`src/rtl/mining_pkg.sv`:
```
// Shared definitions for the mining job sequencer and its pipeline neighbours.
// Holds datapath widths, pipeline opcodes and the sequencer state encoding.
package mining_pkg;

    localparam int T81_W       = 81;
    localparam int NONCE_W_DEF = 32;

    localparam logic [7:0] OP_NOP      = 8'h00;
    localparam logic [7:0] OP_MINE     = 8'h01;
    localparam logic [7:0] OP_LOAD_HDR = 8'h02;
    localparam logic [7:0] OP_FLUSH    = 8'h03;

    typedef enum logic [2:0] {
        ST_IDLE   = 3'd0,
        ST_START  = 3'd1,
        ST_ISSUE  = 3'd2,
        ST_WAIT   = 3'd3,
        ST_RESULT = 3'd4
    } seq_state_t;

endpackage

```
`src/rtl/mining_nonce_counter.sv`:
```
// Nonce bookkeeping for one mining job: current nonce (wraps modulo 2^NONCE_W),
// nonces still to try, and nonces whose result window has closed or matched.
// last is high while the current nonce is the final one of the job.
module mining_nonce_counter
    import mining_pkg::*;
#(
    parameter int NONCE_W = NONCE_W_DEF
) (
    input  logic               clk,
    input  logic               rst,
    input  logic               load,
    input  logic [NONCE_W-1:0] load_nonce,
    input  logic [NONCE_W-1:0] load_count,
    input  logic               step,
    input  logic               inc_tried,
    output logic [NONCE_W-1:0] nonce,
    output logic [NONCE_W-1:0] nonce_inc,
    output logic [NONCE_W-1:0] tried,
    output logic [NONCE_W-1:0] tried_inc,
    output logic               last
);

    localparam logic [NONCE_W-1:0] ONE = {{(NONCE_W-1){1'b0}}, 1'b1};

    logic [NONCE_W-1:0] remaining;

    assign nonce_inc = nonce + ONE;
    assign tried_inc = tried + ONE;
    assign last      = (remaining == ONE);

    // Load on job accept, otherwise advance nonce/remaining and count tried nonces.
    always_ff @(posedge clk) begin
        if (!rst) begin
            nonce     <= '0;
            remaining <= '0;
            tried     <= '0;
        end else if (load) begin
            nonce     <= load_nonce;
            remaining <= load_count;
            tried     <= '0;
        end else begin
            if (step) begin
                nonce     <= nonce_inc;
                remaining <= remaining - ONE;
            end
            if (inc_tried) begin
                tried <= tried_inc;
            end
        end
    end

endmodule

```
`src/rtl/mining_job_sequencer.sv`:
```
// Feeds one mining job into mining_pipeline a nonce at a time, watches
// match_found for RESULT_WAIT cycles after each issue, and reports the
// winning nonce (or not-found) on a result handshake.
// Optional build macro MINING_SEQ_STATS_EN adds saturating lifetime counters
// stat_nonces / stat_matches.
//
// state     | meaning
// ----------+-----------------------------------------------------------
// ST_IDLE   | job_ready high, waiting for a job
// ST_START  | start_mine pulse for the accepted job
// ST_ISSUE  | valid_opcode pulse carrying the current nonce
// ST_WAIT   | RESULT_WAIT-cycle window sampling match_found
// ST_RESULT | res_valid high, res_* held until res_ready
module mining_job_sequencer
    import mining_pkg::*;
#(
    parameter int RESULT_WAIT = 4,
    parameter int NONCE_W     = NONCE_W_DEF
) (
    input  logic               clk,
    input  logic               rst,
    input  logic               job_valid,
    output logic               job_ready,
    input  logic [T81_W-1:0]   job_header,
    input  logic [NONCE_W-1:0] job_nonce_start,
    input  logic [NONCE_W-1:0] job_nonce_count,
    input  logic               abort,
    output logic [7:0]         opcode,
    output logic [T81_W-1:0]   operand,
    output logic               valid_opcode,
    output logic               start_mine,
    input  logic               match_found,
    output logic               res_valid,
    input  logic               res_ready,
    output logic               res_found,
    output logic [NONCE_W-1:0] res_nonce,
    output logic [NONCE_W-1:0] res_tried,
`ifdef MINING_SEQ_STATS_EN
    output logic [47:0]        stat_nonces,
    output logic [15:0]        stat_matches,
`endif
    output logic               busy
);

    localparam logic [7:0] WIN_LOAD = 8'(RESULT_WAIT);

    seq_state_t                state;
    logic [7:0]                window;
    logic [T81_W-NONCE_W-1:0]  hdr_q;

    logic                      accept;
    logic                      wait_match;
    logic                      wait_abort;
    logic                      wait_expire;
    logic                      cnt_step;
    logic                      cnt_inc_tried;
    logic [NONCE_W-1:0]        nonce;
    logic [NONCE_W-1:0]        nonce_inc;
    logic [NONCE_W-1:0]        tried;
    logic [NONCE_W-1:0]        tried_inc;
    logic                      last;

    // The low header bits are replaced by the nonce on the operand bus.
    logic                      unused_hdr_low;
    assign unused_hdr_low = ^job_header[NONCE_W-1:0];

    // Match outranks abort, abort outranks window expiry.
    assign accept        = (state == ST_IDLE) && job_valid && job_ready;
    assign wait_match    = (state == ST_WAIT) && match_found;
    assign wait_abort    = (state == ST_WAIT) && !match_found && abort;
    assign wait_expire   = (state == ST_WAIT) && !match_found && !abort && (window == 8'd1);
    assign cnt_inc_tried = wait_match || wait_expire;
    assign cnt_step      = wait_expire && !last;

    mining_nonce_counter #(
        .NONCE_W (NONCE_W)
    ) u_nonce_counter (
        .clk        (clk),
        .rst        (rst),
        .load       (accept),
        .load_nonce (job_nonce_start),
        .load_count (job_nonce_count),
        .step       (cnt_step),
        .inc_tried  (cnt_inc_tried),
        .nonce      (nonce),
        .nonce_inc  (nonce_inc),
        .tried      (tried),
        .tried_inc  (tried_inc),
        .last       (last)
    );

    // Sequencer FSM with all handshake and pipeline outputs registered.
    always_ff @(posedge clk) begin
        if (!rst) begin
            state        <= ST_IDLE;
            window       <= '0;
            hdr_q        <= '0;
            job_ready    <= 1'b0;
            busy         <= 1'b0;
            opcode       <= '0;
            operand      <= '0;
            valid_opcode <= 1'b0;
            start_mine   <= 1'b0;
            res_valid    <= 1'b0;
            res_found    <= 1'b0;
            res_nonce    <= '0;
            res_tried    <= '0;
        end else begin
            case (state)
                ST_IDLE: begin
                    job_ready <= 1'b1;
                    busy      <= 1'b0;
                    if (accept) begin
                        job_ready <= 1'b0;
                        busy      <= 1'b1;
                        hdr_q     <= job_header[T81_W-1:NONCE_W];
                        if (job_nonce_count == '0) begin
                            state     <= ST_RESULT;
                            res_valid <= 1'b1;
                            res_found <= 1'b0;
                            res_nonce <= job_nonce_start;
                            res_tried <= '0;
                        end else begin
                            state      <= ST_START;
                            start_mine <= 1'b1;
                        end
                    end
                end

                ST_START: begin
                    start_mine <= 1'b0;
                    if (abort) begin
                        state     <= ST_RESULT;
                        res_valid <= 1'b1;
                        res_found <= 1'b0;
                        res_nonce <= nonce;
                        res_tried <= tried;
                    end else begin
                        state        <= ST_ISSUE;
                        valid_opcode <= 1'b1;
                        opcode       <= OP_MINE;
                        operand      <= {hdr_q, nonce};
                    end
                end

                ST_ISSUE: begin
                    valid_opcode <= 1'b0;
                    if (abort) begin
                        state     <= ST_RESULT;
                        res_valid <= 1'b1;
                        res_found <= 1'b0;
                        res_nonce <= nonce;
                        res_tried <= tried;
                    end else begin
                        state  <= ST_WAIT;
                        window <= WIN_LOAD;
                    end
                end

                ST_WAIT: begin
                    if (wait_match) begin
                        state     <= ST_RESULT;
                        res_valid <= 1'b1;
                        res_found <= 1'b1;
                        res_nonce <= nonce;
                        res_tried <= tried_inc;
                    end else if (wait_abort) begin
                        state     <= ST_RESULT;
                        res_valid <= 1'b1;
                        res_found <= 1'b0;
                        res_nonce <= nonce;
                        res_tried <= tried;
                    end else if (wait_expire) begin
                        if (last) begin
                            state     <= ST_RESULT;
                            res_valid <= 1'b1;
                            res_found <= 1'b0;
                            res_nonce <= nonce;
                            res_tried <= tried_inc;
                        end else begin
                            state        <= ST_ISSUE;
                            valid_opcode <= 1'b1;
                            opcode       <= OP_MINE;
                            operand      <= {hdr_q, nonce_inc};
                        end
                    end else begin
                        window <= window - 8'd1;
                    end
                end

                ST_RESULT: begin
                    if (res_ready) begin
                        state     <= ST_IDLE;
                        res_valid <= 1'b0;
                        job_ready <= 1'b1;
                        busy      <= 1'b0;
                    end
                end

                default: begin
                    state <= ST_IDLE;
                end
            endcase
        end
    end

`ifdef MINING_SEQ_STATS_EN
    // Lifetime counters: every closed or matched window, and every found job.
    always_ff @(posedge clk) begin
        if (!rst) begin
            stat_nonces  <= '0;
            stat_matches <= '0;
        end else begin
            if (cnt_inc_tried && (stat_nonces != '1)) begin
                stat_nonces <= stat_nonces + 48'd1;
            end
            if (wait_match && (stat_matches != '1)) begin
                stat_matches <= stat_matches + 16'd1;
            end
        end
    end
`endif

endmodule

```
`config.mk`:
```
export PLATFORM = sky130hd
export DESIGN_NAME = mining_job_sequencer
export DESIGN_NICKNAME = d
export VERILOG_FILES = /design/src/rtl/mining_pkg.sv /design/src/rtl/mining_nonce_counter.sv /design/src/rtl/mining_job_sequencer.sv
export SDC_FILE = /design/constraint.sdc
export NUM_CORES = 1
export LEC_CHECK = 0
export ABC_AREA = 1
export ABC_CLOCK_PERIOD_IN_PS = 5200
export CAP_MARGIN = 10
export CORE_MARGIN = 2
export CORE_UTILIZATION = 50
export DETAILED_ROUTE_END_ITERATION = 6
export PLACE_DENSITY = 0.77
export SKIP_CTS_REPAIR_TIMING = 1
export SLEW_MARGIN = 20
export SYNTH_ARGS = -nofsm -noshare
export SYNTH_HDL_FRONTEND = slang
export SYNTH_SLANG_ARGS = --single-unit
```
`constraint.sdc`:
```
create_clock -name clk -period 5.2 [get_ports clk]
set_clock_uncertainty 0.2 [all_clocks]
set_input_delay 0.52 -clock clk [delete_from_list [all_inputs] [get_ports clk]]
set_output_delay 0.52 -clock clk [all_outputs]
set_load 0.02 [all_outputs]
```
== Word level (Yosys, flattened, before mapping) ==
Cells that the tools add are included.
Storage, ports and cells
  bits in registers: 315
  input bits: 151
  output and inout port bits: 159
  word-level logic and storage cells: 152
Cells by class
  $add $sub $neg: 4
  equality and inequality tests: 20
  mux-type cells: 78
  bitwise operators: 1
  reductions and logical operators: 33
Operators by type and width (count)
  $mux W32: 18
  $mux W81: 5
  $pmux W32 S3: 2
  $pmux W81 S2: 1
  $mux W8: 9
  $add A32 B1 Y32 const B: 2
  $eq A32 B1 Y1 const B: 1
  $logic_not A32 Y1: 1
  $pmux W8 S2: 2
  $sub A32 B1 Y32 const B: 1
  $mux W3: 9
  $mux W1: 25
  $ne A2 B2 Y1 const B: 10
  $reduce_and A6 Y1: 3
  $pmux W3 S5: 1
  $reduce_bool A2 Y1: 5
  $eq A8 B1 Y1 const B: 1
  $logic_and A1 B1 Y1: 8
  $ne A4 B4 Y1 const B: 2
  $sub A8 B1 Y8 const B: 1
  $reduce_and A7 Y1: 1
  $eq A3 B2 Y1 const B: 2
  $pmux W1 S2: 3
  $pmux W1 S3: 2
  other kinds (14): 21

== Logic depth before layout (Yosys ltp) ==
Gate-level depths: netlist (run 1).
  depth in word-level cells: 8
  gate-level depth with buffers: 15
  depth with buffers taken out: 13

== Hierarchy ==
A second synthesis (run 1) with hierarchy kept.
Second synthesis, totals
  cell total of the unflattened synthesis: 2424
  area, all modules: 15833.9 um^2
Modules (own cells, without submodules)
  mining_job_sequencer: times used 1, cells each 1363, area an instance 9223.8 um^2, seq. area each 4244.1 um^2
  mining_nonce_counter: times used 1, cells each 1061, area an instance 6610.1 um^2, seq. area each 1921.8 um^2

== Worst setup path after synthesis (run 1) ==
OpenSTA, ideal clock, no wires.
  path type: in2reg
  from: in abort
  to: reg res_tried[22]
  setup time: 0.113 ns
  data arrival time: 1.900 ns
  required time: 4.887 ns
  path slack: 2.988 ns
  cell stages on the path: 13
  path buffers: 3
  path through: buf_2 inv_2 nand2_1 nor2_1 nand2_1 nand4_2 nand2_2 nor2_8 nand3_2 buf_6 buf_4 nor2_1 nor2_1
On the way
  cells in the longest elaborated chain, start to end: 5
  elaborated cells on any way between the ends: 11
  those cells by class: eq/ne (3); mux (3); reduce/logical (5)
RTL lines
  start, declared: RTL line mining_job_sequencer.sv:27  | input logic abort,
  $logic_not A1 Y1: RTL line mining_job_sequencer.sv:71  | assign wait_expire = (state == ST_WAIT) && !match_found && !abort && (window == 8'd1);
  $logic_and A1 B1 Y1 (2 in a row): RTL line mining_job_sequencer.sv:71
  $ne A4 B4 Y1 (no source line)
  $reduce_and A6 Y1 (no source line)
  end signal, assigned: RTL line mining_job_sequencer.sv:137  | res_tried <= tried;
  end signal, assigned: RTL line mining_job_sequencer.sv:153  | res_tried <= tried;
  end signal, assigned: RTL line mining_job_sequencer.sv:166  | res_tried <= tried_inc;
  end, declared: RTL line mining_job_sequencer.sv:37  | output logic [NONCE_W-1:0] res_tried,
Several ways; a longest one is shown, not always the timed one.
A chain may end at the register's enable or synchronous reset.

== Final worst setup path (run 1) ==
  from: reg state[2]
  to: reg operand[68]
On the way
  cells in the longest elaborated chain, start to end: 6
  elaborated cells on any way between the ends: 15
  those cells by class: eq/ne (7); mux (1); reduce/logical (7)
RTL lines
  start, declared: RTL line mining_job_sequencer.sv:47  | seq_state_t state;
  start signal, assigned: RTL line mining_job_sequencer.sv:95  | state <= ST_IDLE;
  start signal, assigned: RTL line mining_job_sequencer.sv:118  | state <= ST_RESULT;
  start signal, assigned: RTL line mining_job_sequencer.sv:124  | state <= ST_START;
  $eq A3 B2 Y1
  $logic_and A1 B1 Y1: RTL line mining_job_sequencer.sv:70, mining_job_sequencer.sv:71
  $logic_and A1 B1 Y1 (2 in a row): RTL line mining_job_sequencer.sv:71
  $ne A2 B2 Y1 (no source line)
  $reduce_and A6 Y1 (no source line)
  end signal, assigned: RTL line mining_job_sequencer.sv:142  | operand <= {hdr_q, nonce};
  end signal, assigned: RTL line mining_job_sequencer.sv:184  | operand <= {hdr_q, nonce_inc};
  end, declared: RTL line mining_job_sequencer.sv:29  | output logic [T81_W-1:0] operand,
Several ways; a longest one is shown, not always the timed one.

==> results of run 1 <==
synth_stat cells, drive strengths merged (8+ instances only):
cell	count	area share, %
clkbuf	86	1.9
nor2	503	12
inv	260	5.9
buf	55	2.0
nand3	179	5.5
xor2	36	1.9
dfxtp	308	37
nor3	19	0.57
o21ai	163	4.9
a21oi	162	4.9
xnor2	8	0.42
nand2	872	20
nand4	30	1.2
a211oi	8	0.36
final timing paths:
path | to | slack (ns)
worst max-delay path | operand[68] | 1.49
worst max register to register | operand[68] | 1.49
worst min-delay path | operand[69] | 0.18
worst min register to register | hdr_q[29] | 0.26
sequential cells by signal, indices dropped and copies added (netlist names), 8 cells and up:
register                   flops
u_nonce_counter.remaining     32
operand                       81
window                         8
hdr_q                         49
u_nonce_counter.nonce         32
u_nonce_counter.tried         32
res_nonce                     32
res_tried                     32
routing by layer:
metal  vias to the layer above  track usage (%)  wire [um]
met5                         -                0         33
met1                      8016             38.3      22400
li1                       8875                -          -
met2                       687             48.2      23200
met3                       132             5.65       4430
met4                         4             11.8       2000
cell families after synthesis:
| kind of cell | synth area share (%) |
|---|---|
| and+or+nand+nor | 39.1 |
| DFF | 37.2 |
| xor gates and xnor gates | 2.33 |
| AOI/OAI and AO/OA | 11.0 |
| adders and majority gates | 0.453 |
| buffers and inverters | 9.89 |
| other | 0.0226 |
worst min-delay path: stages:
cell and delay, ns:
buf_4 0.20, o21ai_0 0.10, nor2_1 0.04
power groups by stage:
| stage | clock [mW] | combinational, mW | sequential [mW] |
|---|---|---|---|
| 3_5_place_dp | 0 | 3.64 | 3.14 |
| 3_3_place_gp | 0 | 3.59 | 3.13 |
| 4_1_cts | 2.55 | 3.67 | 3.10 |
| 6_report | 2.52 | 3.68 | 3.10 |
| 5_1_grt | 2.66 | 4.11 | 3.15 |
| 2_1_floorplan | 0 | 1.99 | 3.48 |
layout make-up:
type | instances | area share, %
Multi-Input combinational cell | 2016 | 42.9
Sequential cell | 308 | 30.1
Timing Repair Buffer | 287 | 13.8
Clock buffer | 53 | 5.09
Inverter | 261 | 4.79
Tap cell | 442 | 2.70
Clock inverter | 9 | 0.622
Antenna cell | 4 | 0.0488
==> results.yml, run 1 <==
worst_hold_path:
  worst_hold_path.num_cells: 3
  hp-start: "rst"
  hold_class: "in -> reg"
cts:
  clkTransAtPathRegs_ns: 0.06
  ctsLongestPathBuffers: 3
  worstSkewPairLatency_ns: 0.53
  numCtsBuffers: 36
  cts-root-buf: "clkbuf_16"
  clkSinkCount: 308
  cts.htree.levels: 2
  cts_tree: "done"
cells_and_area:
  instances_no_fill: 3380
  utilization_pct: 62.9
  layout_common_cells: "nand2_1, nor2_1, dfxtp_1"
  ff_latch_area_mm2: 0.00617
  finalInstanceArea_mm2: 0.0205
  fill_cells: 3011
  multi_input_area_mm2: 0.00880
  nets: 3067
  final_common_cell: "nand2_1"
  area_delta_synth_final_pct: 23.8
  drive_above_1_share_pct: 3.44
timing:
  fmax_mhz: 269
  finalCriticalPeriod_ns: 3.71
  rsz0062_at_grt: "false"
  setup_viol_count_final: 0
  period_share_pct: 71.4
  tns_ns: 0
  worst_slack_ns: 1.49
  hold_viol_final: 0
  whs_ns: 0.185
  worstMarginPinSlew_ns: 1.08
  drv_slew: 0
  worst_slew_margin_rel_pct: 27.7
placed_design:
  io_buffer_count: 270
  place_area_mm2: 0.0193
  dpl.cell_count: 3314
  place_ws_ns: 1.32
  globalplace.congestion: 0.930
  detailed_place_hpwl_mm: 36.4
routing:
  final_antenna_net_count: 0
  drcViolationCount: 0
  drtIter0Drc: 1421
  via_per_inst: 5.24
  routed_wl_mm: 52.1
  vias: 17700
  wl_per_cell_um: 15.4
  firstDrtPassIters: 5
pwr:
  p_leak_nw: 8.87
  pwr-share-comb_pct: 39.6
  power_density_mw_per_mm2: 453
  p_seq_share_pct: 33.3
  power_mw: 9.29
  power.switching_mw: 3.61
  internal-power_mw: 5.68
  clkPwrFrac_pct: 27.1
  netSwitchingFraction_pct: 38.9
  ir_drop_uv: 237
worst_setup_path:
  crit_path_cell_trace: "inv_2 > nand2_4 > nor2_4 > buf_4 > nand3_4 > inv_2 > nor2_2 > nand2_2 > nor2_8 > nand2_4 > buf_4 > o21ai_0 > nor2_1"
  cp.arrival_ns: 3.98
  reg2reg_depth: 13
  crit_type: "reg -> reg"
  end_kind: "flip-flop"
  cp.required_ns: 5.46
  r2r_start: "state[2]"
  crit_buf_inv: 4
  crit_fanout: 84
  cp_slowest_stage_delay_ns: 0.67
  startpoint: "state[2]"
  cpLargestDelayFamily: "buffers and inverters"
  slowest_stage: "buf_4"
  critical_path_depth: 13
  start_kind: "flip-flop"
yosys:
  postSynthAreaPerCell_um2: 6.09
  synth_edf_count: 0
  synth_cell_types: 39
  synth_ff_type: "dfxtp_1"
  async_flop_share_pct: 0
  synth.yosys.seq_area_share_pct: 37.2
  ys_ff_latch: 308
  synthesis.area_mm2: 0.0166
  yosysWarnings: 0
  syn_inst: 2720
global_route:
  grt_pass1_vias: 16400
  grt_max_degree: 105
  antenna_found_initial: 6
  overflow: 0
  grt_pass1_wl_mm: 82.1
  grt_usage_pct: 29.5
die:
  die_x_um: 186
  num_rows: 66
  die_h_um: 186
  io_pins: 310
  start_util_pct: 50.8
  core_area_mm2: 0.0326
  dieArea_mm2: 0.0346
flow_run:
  drv_cap: 0
outcome:
  outcome: "finished clean"
Note: power is estimated with default switching activity, not from simulation.
==> run 2, diff against run 1 <==
--- a/config.mk
+++ b/config.mk
@@ -6,7 +6,7 @@
 export NUM_CORES = 1
 export LEC_CHECK = 0
 export ABC_AREA = 1
-export ABC_CLOCK_PERIOD_IN_PS = 5200
+export ABC_CLOCK_PERIOD_IN_PS = 3570
 export CAP_MARGIN = 10
 export CORE_MARGIN = 2
 export CORE_UTILIZATION = 50
==> constraint.sdc (replaced) <==
create_clock -name clk -period 3.57 [get_ports clk]
set_clock_uncertainty 0.2 [all_clocks]
set_input_delay 0.357 -clock clk [delete_from_list [all_inputs] [get_ports clk]]
set_output_delay 0.357 -clock clk [all_outputs]
set_load 0.02 [all_outputs]
==> run 2 against run 1 <==
  * Global-route usage shrank 0.074 points
  * Via count about the same
  * Final area increased by 0.32%
  * Hold slack worse by 0.097 ns
  * Clock power grew 38%
  * Critical path depth fell by 3
  * Highest routed layer unchanged
  * Die area unchanged
  * Combinational power rose by 47%
  * Final cell count barely moved
==> results.yml, run 2 (synthesis gave the netlist of run 1 again) <==
worst_setup_path:
  crit_type: "reg -> reg"
  reg2reg_depth: 10
  r2r_slack_ns: 0.71
  cp.required_ns: 3.78
  crit_end: "res_tried[4]"
  cp.arrival_ns: 3.07
  start_kind: "flip-flop"
  r2r_start: "state[2]"
  startpoint: "state[2]"
  end_kind: "flip-flop"
  r2r-end: "res_tried[4]"
  crit_fanout: 35
placed_design:
  dpl.cell_count: 3325
  detailed_place_hpwl_mm: 37.1
  globalplace.congestion: 0.957
  io_buffer_count: 270
cts:
  clkSinkCount: 308
  cts-root-buf: "clkbuf_16"
  cts.htree.levels: 2
  numCtsBuffers: 34
  cts_tree: "done"
  clkTransAtPathRegs_ns: 0.06
  worstSkewPairLatency_ns: 0.53
  ctsLongestPathBuffers: 3
worst_hold_path:
  hold_class: "in -> reg"
  hp-start: "rst"
  worst_hold_path.num_cells: 3
pwr:
  p_leak_nw: 8.91
  p_seq_share_pct: 33.7
  internal-power_mw: 8.20
  power_density_mw_per_mm2: 651
  power.switching_mw: 5.20
  clkPwrFrac_pct: 25.9
  netSwitchingFraction_pct: 38.8
  ir_drop_uv: 324
  pwr-share-comb_pct: 40.4
timing:
  rsz0062_at_grt: "false"
  drv_slew: 0
  setup_viol_count_final: 0
  worstMarginPinSlew_ns: 0.770
  hold_viol_final: 0
  fmax_mhz: 350
  tns_ns: 0
  worst_slew_margin_rel_pct: 48.5
  period_share_pct: 80.1
  finalCriticalPeriod_ns: 2.86
routing:
  firstDrtPassIters: 5
  routed_wl_mm: 52.4
  vias: 17700
  via_per_inst: 5.23
  drtIter0Drc: 1528
  wl_per_cell_um: 15.5
  drcViolationCount: 0
  final_antenna_net_count: 0
global_route:
  antenna_found_initial: 3
  grt_max_degree: 143
  overflow: 0
  grt_pass1_vias: 16100
  grt_usage_pct: 29.4
  grt_pass1_wl_mm: 81.6
cells_and_area:
  layout_common_cells: "nand2_1, nor2_1, dfxtp_1"
  nets: 3076
  regMostFlops: "operand"
  drive_above_1_share_pct: 3.57
  final_common_cell: "nand2_1"
  largest_reg_flops: 81
  area_delta_synth_final_pct: 24.2
  instances_no_fill: 3383
  top_regs: "operand x81, hdr_q x49"
  fill_cells: 3128
die:
  dieArea_mm2: 0.0346
  die_h_um: 186
  io_pins: 310
  start_util_pct: 50.8
  core_area_mm2: 0.0326
  die_x_um: 186
  num_rows: 66
flow_run:
  drv_cap: 0
outcome:
  outcome: "finished clean"
## run 2: how the worst min path moves through the flow
| stage | end | slack, ns |
|---|---|---|
| 2_1_floorplan | hdr_q[0] | 0.24 |
| 3_3_place_gp | hdr_q[36] | 0.25 |
| 3_5_place_dp | hdr_q[5] | 0.25 |
| 4_1_cts | res_tried[9] | 0.07 |
| 5_1_grt | res_nonce[2] | 0.11 |
| 6_report | res_nonce[3] | 0.09 |
## run 2: stage by stage
step           hold slack, ns  util, %  instance area, um2  power (mW)  worst slack, ns
2_1_floorplan           0.241        -               16600        7.97             1.52
3_3_place_gp            0.249     59.7               19500        9.86            0.692
3_5_place_dp            0.252     59.7               19500        9.94            0.570
4_1_cts                0.0745     63.1               20600        13.4            0.764
5_1_grt                 0.106     63.1               20600        14.3            0.512
6_report               0.0871     63.1               20600        13.4            0.709
## run 2: per-layer routing
metal,wire length [um],GRT usage (%),vias up
li1,-,-,8878
met1,22200,38.1,7977
met3,4860,6.57,120
met2,23600,48.0,723
met5,31,0,-
met4,1760,10.6,4
## run 2: worst max-delay path, cell delays in order (launching register included)
cell and delay, ns:
dfxtp_1 0.37, inv_2 0.14, nand2_4 0.09, nor2_4 0.19
buf_4 0.37, nand3_1 0.45, nand3_4 0.24, buf_4 0.36
inv_2 0.14, nor2_1 0.12, nor2_1 0.05
## run 2: final cells by class
cell class	instances	area, um2	area share [%]
sequential	308	6170	30.0
antenna	1	2.50	0.0122
clock inverter	7	108	0.523
clock buffer	50	982	4.77
inverter	261	982	4.77
multi-input combinational	2016	8800	42.8
tap	442	553	2.69
timing repair buffer	298	2990	14.5
## run 2: power by group through the flow
stage	clock network, mW	registers, mW	logic [mW]
6_report	3.47	4.52	5.41
5_1_grt	3.67	4.59	6.00
4_1_cts	3.53	4.51	5.39
3_5_place_dp	0	4.58	5.35
3_3_place_gp	0	4.56	5.30
2_1_floorplan	0	5.07	2.90
==> run 3, diff against run 2 <==
--- a/config.mk
+++ b/config.mk
@@ -6,7 +6,7 @@
 export NUM_CORES = 1
 export LEC_CHECK = 0
 export ABC_AREA = 1
-export ABC_CLOCK_PERIOD_IN_PS = 3570
+export ABC_CLOCK_PERIOD_IN_PS = 2700
 export CAP_MARGIN = 10
 export CORE_MARGIN = 2
 export CORE_UTILIZATION = 50
==> constraint.sdc (replaced) <==
create_clock -name clk -period 2.7 [get_ports clk]
set_clock_uncertainty 0.2 [all_clocks]
set_input_delay 0.27 -clock clk [delete_from_list [all_inputs] [get_ports clk]]
set_output_delay 0.27 -clock clk [all_outputs]
set_load 0.02 [all_outputs]
==> run 3 against run 2 <==
  * Critical path type unchanged
  * Final cell count up 0.53%
  * Routed wire length shrank 0.23%
  * Critical path depth up 2
  * Power rose by 33%
  * Final area is 1.0% higher
  * Combinational power grew 35%
  * Die area unchanged
  * Via count is 0.73% higher
  * Count of clock-buffer cells in the layout is 2 lower
  * Global-route usage grew 0.36 points
==> results.yml, run 3 (synthesis gave the netlist of run 1 again) <==
cells_and_area:
  final_common_cell: "nand2_1"
  finalInstanceArea_mm2: 0.0208
  largest_reg_flops: 81
  drive_above_1_share_pct: 4.26
  nets: 3092
  fill_cells: 3022
  regMostFlops: "operand"
  area_delta_synth_final_pct: 25.5
  instances_no_fill: 3401
  layout_common_cells: "nand2_1, nor2_1, dfxtp_1"
  top_regs: "operand x81, hdr_q x49"
global_route:
  grt_max_degree: 140
  grt_pass1_wl_mm: 82.8
  grt_pass1_vias: 16300
  overflow: 0
  antenna_found_initial: 2
  grt_usage_pct: 29.8
worst_hold_path:
  hold_class: "in -> reg"
pwr:
  ir_drop_uv: 432
  power_density_mw_per_mm2: 856
  netSwitchingFraction_pct: 39.0
  p_leak_nw: 9.03
  pwr-share-comb_pct: 40.9
  clkPwrFrac_pct: 25.6
  internal-power_mw: 10.8
  power.switching_mw: 6.95
  p_seq_share_pct: 33.5
timing:
  tns_ns: 0
  fmax_mhz: 395
  rsz0062_at_grt: "false"
  setup_viol_count_final: 0
  hold_viol_final: 0
  worstMarginPinSlew_ns: 0.756
  worst_slew_margin_rel_pct: 49.6
  finalCriticalPeriod_ns: 2.53
  worst_slack_ns: 0.170
  drv_slew: 0
  period_share_pct: 93.7
routing:
  final_antenna_net_count: 0
  wl_per_cell_um: 15.4
  firstDrtPassIters: 7
  vias: 17800
  drcViolationCount: 0
  routed_wl_mm: 52.3
  via_per_inst: 5.24
  drtIter0Drc: 1763
cts:
  ctsLongestPathBuffers: 3
  cts.htree.levels: 2
  worstSkewPairLatency_ns: 0.53
  cts-root-buf: "clkbuf_16"
  numCtsBuffers: 34
  clkTransAtPathRegs_ns: 0.06
  clkSinkCount: 308
  cts_tree: "done"
placed_design:
  dpl.cell_count: 3341
  io_buffer_count: 270
  detailed_place_hpwl_mm: 37.4
  place_ws_ns: 0.162
  globalplace.congestion: 0.948
  place_area_mm2: 0.0197
worst_setup_path:
  start_kind: "flip-flop"
  crit_type: "reg -> reg"
  end_kind: "flip-flop"
  crit_fanout: 36
  cp.required_ns: 2.95
  cp.arrival_ns: 2.78
flow_run:
  drv_cap: 0
die:
  io_pins: 310
  core_area_mm2: 0.0326
  die_h_um: 186
  die_x_um: 186
  dieArea_mm2: 0.0346
  num_rows: 66
  start_util_pct: 50.8
outcome:
  outcome: "finished clean"
## run 3: cell count changes in the layout (fill, tap and decap cells not counted), sizes merged
cell,delta
buf,+16
clkinv,+3
bufinv,-1
inv,+2
clkbuf,-2
## run 3: final timing paths
| check | startpoint | end | slack [ns] | depth (start not counted) |
|---|---|---|---|---|
| setup / recovery | state[2] | operand[64] | 0.17 | 12 |
| hold / removal | rst | opcode[0] | 0.06 | 3 |
| hold reg to reg | valid_opcode | valid_opcode | 0.25 | 2 |
| setup reg to reg | state[2] | operand[64] | 0.17 | 12 |
## run 3: power groups by stage
stage / registers (mW) / logic, mW / clock network (mW)
after floorplan: 6.70 / 3.84 / 0
after global placement: 6.02 / 7.13 / 0
after detailed placement: 6.05 / 7.21 / 0
after CTS: 5.96 / 7.26 / 4.60
after global routing: 6.06 / 8.09 / 4.81
final: 5.96 / 7.29 / 4.55
## run 3: critical path, cell delays in order (launching register included)
cell,delay [ns]
dfxtp_1,0.38
inv_2,0.14
nand2_4,0.09
nor2_4,0.36
nand2_1,0.19
o21ai_1,0.14
nor2_2,0.07
nand2_2,0.11
nor2_8,0.05
nand2_4,0.09
buf_4,0.34
o21ai_0,0.14
nor2_1,0.14
## run 3: area by class of cell
cell class | instances | area [um2] | share of cell area (%)
clock inverters | 11 | 103 | 0.494
flip-flops and latches | 308 | 6170 | 29.7
repair buffers | 314 | 3210 | 15.4
multi-input cells | 2016 | 8800 | 42.3
well taps | 442 | 553 | 2.66
inverters | 261 | 982 | 4.73
diodes | 1 | 2.50 | 0.0120
clock buffers | 48 | 973 | 4.68
## run 3: stage by stage
step                      power, mW  hold WS (ns)  util (%)
after floorplan                10.5         0.215         -
after global placement         13.1         0.241      60.4
after detailed placement       13.3         0.241      60.4
after CTS                      17.8        0.0550      63.7
after global routing           19.0         0.104      63.7
final                          17.8        0.0561      63.7
## run 3: metal layers
layer	track usage, %	vias up	part of all wire (%)
met5	0	-	0.025
met3	4.64	112	8.3
met4	10.4	2	3.2
li1	-	8908	-
met1	39.3	8090	43
met2	49.4	719	46
